===== config.mk =====
export PLATFORM = sky130hd
export DESIGN_NAME = morse_input
export DESIGN_NICKNAME = d
export VERILOG_FILES = /design/src/rtl/morse_pkg.sv /design/src/rtl/morse_btn_sync.sv /design/src/rtl/morse_input.sv
export SDC_FILE = /design/constraint.sdc
export NUM_CORES = 1
export LEC_CHECK = 0
export ABC_AREA = 0
export CORE_ASPECT_RATIO = 1.25
export CORE_MARGIN = 2
export CORE_UTILIZATION = 55
export CTS_BUF_LIST = sky130_fd_sc_hd__clkbuf_16
export CTS_CLUSTER_DIAMETER = 50
export CTS_CLUSTER_SIZE = 28
export DETAILED_ROUTE_END_ITERATION = 16
export DONT_BUFFER_PORTS = 1
export PLACE_DENSITY = 0.81
export SYNTH_ARGS = -nofsm -noshare
export SYNTH_HDL_FRONTEND = slang
export SYNTH_SLANG_ARGS = --single-unit

===== constraint.sdc =====
create_clock -name clk -period 5.2 [get_ports clk]
set_input_delay 0.52 -clock clk [delete_from_list [all_inputs] [get_ports clk]]
set_output_delay 0.52 -clock clk [all_outputs]
set_load 0.02 [all_outputs]

===== src/rtl/morse_pkg.sv =====
// Shared types and defaults for the push-button Morse front end.
// Latency: n/a (declarations only).
// Backpressure: n/a; the downstream stage samples a one-cycle strobe.
package morse_pkg;

  // Character-assembly FSM states
  typedef enum logic [1:0] {
    IDLE    = 2'd0,
    PRESSED = 2'd1,
    GAP     = 2'd2
  } state_e;

  // Symbol encoding inside the published pattern
  localparam logic DOT  = 1'b0;
  localparam logic DASH = 1'b1;

  // Default timing, in clock cycles
  localparam int DEF_DASH_THRESH = 2500;
  localparam int DEF_MIN_PRESS   = 16;
  localparam int DEF_CHAR_GAP    = 2500;
  localparam int DEF_CNT_W       = 16;

  // Pattern / mask width: at most eight symbols per character
  localparam int SYM_W = 8;

endpackage


===== src/rtl/morse_btn_sync.sv =====
// Two-flop synchronizer bringing the raw button level into the clk domain.
// Latency: 2 cycles from input change to sync_o.
// Backpressure: none; free-running level path.
module morse_btn_sync (
  input  logic clk_i,
  input  logic rst_ni,
  input  logic async_i,
  output logic sync_o
);

  logic meta_q;
  logic sync_q;

  // Shift the asynchronous level through two flops to settle metastability
  always_ff @(posedge clk_i or negedge rst_ni) begin
    if (!rst_ni) begin
      meta_q <= 1'b0;
      sync_q <= 1'b0;
    end else begin
      meta_q <= async_i;
      sync_q <= meta_q;
    end
  end

  assign sync_o = sync_q;

endmodule


===== src/rtl/morse_input.sv =====
// Classifies button presses as dot/dash and publishes one character per gap.
// Latency: 2-cycle input sync, then the strobe fires CHAR_GAP+1 released cycles after a symbol.
// Backpressure: none; outputs hold until the next character, ready is a single-cycle pulse.
module morse_input
  import morse_pkg::*;
#(
  parameter int DASH_THRESH = DEF_DASH_THRESH,
  parameter int MIN_PRESS   = DEF_MIN_PRESS,
  parameter int CHAR_GAP    = DEF_CHAR_GAP,
  parameter int CNT_W       = DEF_CNT_W
) (
  input  logic             clk,
  input  logic             rst,
  input  logic             button,
  output logic [SYM_W-1:0] morse_array,
  output logic [SYM_W-1:0] morse_arrayy,
  output logic             new_input_ready
);

  localparam logic [CNT_W-1:0] CNT_ONE  = {{(CNT_W-1){1'b0}}, 1'b1};
  localparam logic [CNT_W-1:0] DASH_C   = CNT_W'(DASH_THRESH);
  localparam logic [CNT_W-1:0] MIN_C    = CNT_W'(MIN_PRESS);
  localparam logic [CNT_W-1:0] GAP_C    = CNT_W'(CHAR_GAP);

  logic             btn_s;
  state_e           state_q;
  logic [CNT_W-1:0] press_cnt_q;
  logic [CNT_W-1:0] press_cnt_d;
  logic [CNT_W-1:0] gap_cnt_q;
  logic [CNT_W-1:0] gap_cnt_d;
  logic [SYM_W-1:0] pat_q;
  logic [SYM_W-1:0] msk_q;
  logic             sym;
  logic             press_short;
  logic             char_full;

  morse_btn_sync u_sync (
    .clk_i   (clk),
    .rst_ni  (rst),
    .async_i (button),
    .sync_o  (btn_s)
  );

  // Counters stick at all-ones so an endless hold still reads as a long press
  assign press_cnt_d = (&press_cnt_q) ? press_cnt_q : press_cnt_q + CNT_ONE;
  assign gap_cnt_d   = (&gap_cnt_q)   ? gap_cnt_q   : gap_cnt_q + CNT_ONE;

  // Classification of the press that is ending this cycle
  assign sym         = (press_cnt_q >= DASH_C) ? DASH : DOT;
  assign press_short = (press_cnt_q < MIN_C);
  // Mask fills from bit 0, so bit 7 set means eight symbols are already held
  assign char_full   = msk_q[SYM_W-1];

  // Character-assembly FSM with registered outputs
  always_ff @(posedge clk or negedge rst) begin
    if (!rst) begin
      state_q         <= IDLE;
      press_cnt_q     <= '0;
      gap_cnt_q       <= '0;
      pat_q           <= '0;
      msk_q           <= '0;
      morse_array     <= '0;
      morse_arrayy    <= '0;
      new_input_ready <= 1'b0;
    end else begin
      new_input_ready <= 1'b0;
      case (state_q)
        IDLE: begin
          if (btn_s) begin
            state_q     <= PRESSED;
            press_cnt_q <= CNT_ONE;
          end
        end

        PRESSED: begin
          if (btn_s) begin
            press_cnt_q <= press_cnt_d;
          end else begin
            gap_cnt_q <= '0;
            if (press_short) begin
              // Glitch: drop it and resume whatever we were doing before
              state_q <= (msk_q != '0) ? GAP : IDLE;
            end else begin
              if (!char_full) begin
                pat_q <= {pat_q[SYM_W-2:0], sym};
                msk_q <= {msk_q[SYM_W-2:0], 1'b1};
              end
              state_q <= GAP;
            end
          end
        end

        GAP: begin
          if (btn_s) begin
            state_q     <= PRESSED;
            press_cnt_q <= CNT_ONE;
          end else if (gap_cnt_d == GAP_C) begin
            // Long enough release: hand the character downstream and start fresh
            morse_array     <= pat_q;
            morse_arrayy    <= msk_q;
            new_input_ready <= 1'b1;
            pat_q           <= '0;
            msk_q           <= '0;
            gap_cnt_q       <= '0;
            state_q         <= IDLE;
          end else begin
            gap_cnt_q <= gap_cnt_d;
          end
        end

        default: begin
          state_q <= IDLE;
        end
      endcase
    end
  end

endmodule


---- Yosys cells after proc, flatten, opt, wreduce, memory -nomap -nowiden ----
Cells that the tools add are included.
storage, ports and cells
  bits in registers ....................... 69
  bits of input ports ..................... 3
  output and inout bits ................... 17
  word-level logic and storage cells ...... 72
operators by class
  add/subtract/negate cells ............... 2
  $lt $le $gt $ge ......................... 2
  equal/unequal tests ..................... 13
  multiplexer cells ....................... 30
  bitwise logic cells ..................... 1
  reduce and logical (&&, ||, !) cells .... 13
operator list
  operator                                                                               count
  16-bit two-way mux                                                                     7
  8-bit two-way mux                                                                      8
  16-bit one-hot mux with 2 select lines                                                 2
  16-bit by 1-bit adder with 16-bit output, second input constant                        2
  8-bit one-hot mux with 2 select lines                                                  2
  16-bit AND reduction                                                                   2
  16-bit by 12-bit == test with 1-bit output, second input constant                      1
  16-bit by 12-bit greater-or-equal comparator with 1-bit output, second input constant  1
  16-bit by 5-bit less-than comparator with 1-bit output, second input constant          1
  2-bit two-way mux                                                                      6
  2-bit != test, second input constant                                                   6
  3-bit AND reduction                                                                    3
  8-bit nonzero test                                                                     1
  2-bit by 1-bit != test with 1-bit output, second input constant                        3
  2-bit one-hot mux with 3 select lines                                                  1
  6-bit AND reduction                                                                    1
  5-bit AND reduction                                                                    1
  1-bit two-way mux                                                                      4
  4-bit AND reduction                                                                    1
  2-bit nonzero test                                                                     2
  3-bit by 2-bit != test with 1-bit output, second input constant                        1
  2-bit by 1-bit == test with 1-bit output, second input constant                        1
  2-bit == test, second input constant                                                   1
  2-bit logical NOT                                                                      1
  2 further kinds                                                                        2

---- Logic depth before layout (Yosys ltp) ----
  depth in word-level cells ............... 6
  mapped depth ............................ 11
  gate-level depth less buffers ........... 9

---- Modules after synthesis ----
From an unflattened synthesis, not the netlist that was laid out.
unflattened totals
  cells, all modules ...................... 380
  area total of the unflattened synthesis .. 3,570.9 um^2
by module, submodules not included
  module          times used  cells each  area an instance (um^2)  seq. area each (um^2)
  morse_input     1           378         3,520.9                  1,676.6
  morse_btn_sync  1           2           50.0                     50.0

---- Worst setup path after synthesis ----
No wires, ideal clock.
  path type ............................... reg2reg
  start ................................... reg gap_cnt_q[0]
  end ..................................... reg morse_array[0]
  library setup time ...................... 0.125 ns
  data arrival time ....................... 2.605 ns
  required time ........................... 5.075 ns
  setup slack ............................. 2.470 ns
  cell stages (with the launch flop) ...... 11
  clock period less this slack ............ 2.730 ns
  path through ............................ dfrtp_1 > ha_1 > nand2_1 > or4_1 > buf_2 > o21ai_2 > and3_4 > nand3_4 > nor3_4 > buf_8 > mux2_4
on the way
  cells in the longest elaborated chain, start to end .. 4
  elaborated cells on any way between the ends .. 5
RTL lines
  element                                                                           RTL line            source
  start, declared                                                                   morse_input.sv:29   logic [CNT_W-1:0] gap_cnt_q;
  start signal, assigned                                                            morse_input.sv:107  gap_cnt_q <= gap_cnt_d;
  16-bit by 1-bit adder with 16-bit output or 16-bit AND reduction (tied branches)  morse_input.sv:46   assign gap_cnt_d = (&gap_cnt_q) ? gap_cnt_q : gap_cnt_q + CNT_ONE;
  16-bit two-way mux (*)                                                            morse_input.sv:46
  16-bit by 12-bit == test with 1-bit output (*)                                    morse_input.sv:97   end else if (gap_cnt_d == GAP_C) begin
  3-bit AND reduction (no line) (*)                                                 n/a
  end signal, assigned                                                              morse_input.sv:99   morse_array <= pat_q;
  end, declared                                                                     morse_input.sv:15   output logic [SYM_W-1:0] morse_array,
Mark *: on every way between the ends. The rest lies on a longest branch, timed or not.
A chain may end at the register's enable or synchronous reset.

---- Final worst setup path ----
  start ................................... reg gap_cnt_q[0]
  end ..................................... reg morse_arrayy[5]
on the way
  cells in the longest elaborated chain, start to end .. 4
  elaborated cells on any way between the ends .. 5
RTL lines
  element                                                                           RTL line            source
  16-bit by 1-bit adder with 16-bit output or 16-bit AND reduction (tied branches)  morse_input.sv:46
  16-bit two-way mux (*)                                                            morse_input.sv:46
  16-bit by 12-bit == test with 1-bit output (*)                                    morse_input.sv:97
  3-bit AND reduction (no line) (*)                                                 n/a
  end signal, assigned                                                              morse_input.sv:100  morse_arrayy <= msk_q;
  end, declared                                                                     morse_input.sv:16   output logic [SYM_W-1:0] morse_arrayy,
Marks and branches as above.

==> impl_metrics.tcl <==
set metrics [dict create \
    grt_pass1_wl_um 13000 \
    yosys.area_share.xor_xnor_pct 3.14 \
    synth_top_area_cell "dfrtp_1" \
    areaGrowthSynthToFinish_pct 9.62 \
    synth-main-ff-cell "dfrtp_1" \
    hold_viol 0 \
    cts_tree "yes" \
    drc_errors 0 \
    synthArstFlopShare_pct 100 \
    placed_cells 446 \
    cts-root-buf "clkbuf_16" \
    drt-vias-per-instance 6.10 \
    synth_cells 376 \
    maxSlewViolCount 0 \
    die_w_um 76.7 \
    synthTopCellsByArea "dfrtp_1, nand2_1, o21ai_0" \
    regToRegSetupSlack_ps 1900 \
    rsz0062_at_grt "no" \
    synth_compound_gate_area_share_pct 14.3 \
    finalSetupViolCount 0 \
    ys_ff_latch 69 \
    via_count 2824 \
    yosys.area.top_type_share_pct 47.6 \
    cap_violations 0 \
    grt_usage_pct 22.5 \
    cts.repair.resized 0 \
    clk_path_buf_depth 2 \
    cts_buffers 9 \
    synth_fa_ha_area_share_pct 1.03 \
    grt_overflow 0 \
    fin_nets 377 \
    holdCritPathClass "input port to asynchronous set/reset pin" \
    startpoint_type "register" \
    synth_simple_gate_area_share_pct 22.9 \
    start_util_pct 56.0 \
    tightest_slew_ps 1020 \
    synth_mux_area_share_pct 6.07 \
    fmax_mhz 303 \
    worstSetupPathType "register to register" \
    diodes 0 \
    syn_area_sq_um 3630 \
    relSlewSlack_pct 31.7 \
    first_pass_iters 5 \
    crit_required_ps 5410 \
    worstSetupEndpointType "register" \
    fill_cells 518 \
    finClkSkew_ps 7.27 \
    cts_num_sinks 69 \
    status "complete, no violations" \
    finalSetupTns_ps 0 \
    htreeDepth 3 \
    synth-seq-area-share_pct 47.6 \
    power_density_nw_per_um2 302 \
    min_period_ps 3300 \
    detailed_place_hpwl_um 4940 \
    ios 20 \
    wl_um 7580 \
    grt_max_degree 70 \
    worstSkewPairLatency_ps 330 \
    p_leak_nw 1.68 \
    dieArea_sq_um 7270 \
    grt_pass1_vias 2766 \
    drive_gt1_share_pct 13.3 \
    syn_area_per_cell_sq_um 9.65 \
    core_sq_um 6480 \
    portBuffers 0 \
    drt-initial-drc-count 173 \
    peakVddDrop_v 0.000217 \
    critPathMaxFanout 18 \
    rows 33 \
    arrival_ps 3510 \
    ys_types 61 \
    synth_top_family_by_area "simple AND/OR/NAND/NOR gates" \
    dieHeight_um 94.8 \
    antenna_found_initial 0 \
    period_share_pct 63.5 \
    ys_warn_count 0 \
    wire_per_inst_um 16.4 \
    clkSlewWorstSetupHoldPaths_ps 50 \
    gp_congestion 0.943 \
    postRouteAntennaNets 0 \
    synth_edf_count 0 \
    post_layout_nonfiller_instances 463 \
    syn_nets 382 \
]
-- area by class of cell --
| cell class | instances | area [sq um] | area share (%) |
|---|---|---|---|
| Sequential cell | 69 | 1730 | 43.4 |
| Multi-Input combinational cell | 264 | 1720 | 43.3 |
| Clock buffer | 9 | 225 | 5.66 |
| Tap cell | 87 | 109 | 2.74 |
| Inverter | 25 | 93.8 | 2.36 |
| Clock inverter | 7 | 66.3 | 1.67 |
| Timing Repair Buffer | 2 | 35.0 | 0.881 |
-- worst paths after layout --
| kind | to | cells after the start | start |
|---|---|---|---|
| min in group clk | u_sync.meta_q | 0 | button |
| hold / removal | gap_cnt_q[10] | 1 | rst |
| max in group asynchronous | msk_q[4] | 1 | rst |
| setup reg to reg | morse_arrayy[5] | 8 | gap_cnt_q[0] |
| setup / recovery | morse_arrayy[5] | 8 | gap_cnt_q[0] |
| hold reg to reg | u_sync.sync_o | 0 | u_sync.meta_q |
-- registers in the layout (all words and copies together) (netlist names) --
| name | cells |
|---|---|
| new_input_ready | 1 |
| pat_q | 8 |
| press_cnt_q | 16 |
| msk_q | 8 |
| state_q | 2 |
| u_sync.meta_q | 1 |
| gap_cnt_q | 16 |
| morse_arrayy | 8 |
| u_sync.sync_o | 1 |
| morse_array | 8 |
-- worst max-delay path, stage by stage, from the launching register on --
cell and delay [ps]:
dfrtp_1 410, ha_1 250, nand2_1 140, or4_1 680, o21ai_2 190, and3_4 230, nand3_4 90, nor3_4 770
mux2_2 420
-- repair_timing --
item / in CTS / in global routing
buffers inserted: 0 / 0
hold buffers: 1 / 0
endpoints found under the setup margin: 0 / 0
endpoints found under the hold margin: 69 / 0
-- cell families after synthesis --
kind of cell | after synthesis
AO/OA/AOI/OAI | 81
flip-flops | 69
adder cells (fa/ha/maj) | 3
multiplexers | 17
buffers and inverters | 43
XOR/XNOR | 13
AND/OR/NAND/NOR | 150
-- power breakdown --
part           switching [mW]  internal (mW)
combinational          0.0316         0.0151
sequential             0.0136          0.546
clock                   0.226          0.368
-- cell usage after synthesis (2+ instances only) --
master	instances
nor3_1	5
a31oi_1	2
nand2_1	39
nand4_1	9
ha_1	3
and4_1	2
o21a_1	2
o21ai_0	28
a211oi_1	4
o21ai_2	2
dfrtp_1	69
nor2_1	31
a21o_1	3
o22a_1	2
a32o_1	2
buf_2	6
mux2_2	8
nor4_1	9
or3_1	3
a22o_1	2
nor3_4	2
xnor2_1	7
and3_1	6
inv_1	25
o41ai_1	2
clkbuf_1	11
nand3_1	24
or2_2	2
xor2_1	6
mux2_4	8
o21ai_1	2
and2_1	3
o31ai_1	3
a21oi_1	17
-- per-layer routing --
layer / up-vias / global-route usage [%] / share of wire (%)
li1: 1326 / - / -
met1: 1382 / 29.0 / 43
met2: 101 / 36.3 / 50
met3: 15 / 3.63 / 4.9
met4: 0 / 13.3 / 2.1
met5: - / 0 / 0
-- cells in the final DEF (no fill, tap or decap), drive strengths merged, types with 3 or more instances in the layout --
cell type / synthesis / final
nand2: 40 / 40
nor4: 10 / 10
nand4: 10 / 10
and3: 7 / 7
mux2: 16 / 16
xor2: 6 / 6
or3: 4 / 4
o31ai: 3 / 3
clkbuf: 11 / 9
dfrtp: 69 / 69
a211oi: 4 / 4
a21oi: 17 / 17
and2: 3 / 3
a21o: 3 / 3
nor2: 31 / 31
inv: 25 / 27
nor3: 7 / 7
nand3: 26 / 26
or2: 3 / 3
o21ai: 32 / 32
xnor2: 7 / 7
ha: 3 / 3
-- stage by stage --
stage | total power, mW | instance area (sq um) | hold slack [ps] | setup slack (ps) | utilization (%)
6_report | 1.20 | 3980 | 49.5 | 1900 | 61.4
5_1_grt | 1.24 | 3980 | 86.3 | 1710 | 61.4
4_1_cts | 1.21 | 3980 | 83.1 | 1900 | 61.4
3_5_place_dp | 0.603 | 3660 | 227 | 1940 | 56.4
3_3_place_gp | 0.602 | 3660 | 227 | 2000 | 56.4
2_1_floorplan | 0.594 | 3630 | 224 | 2470 | -
(Power assumes the default switching activity.)
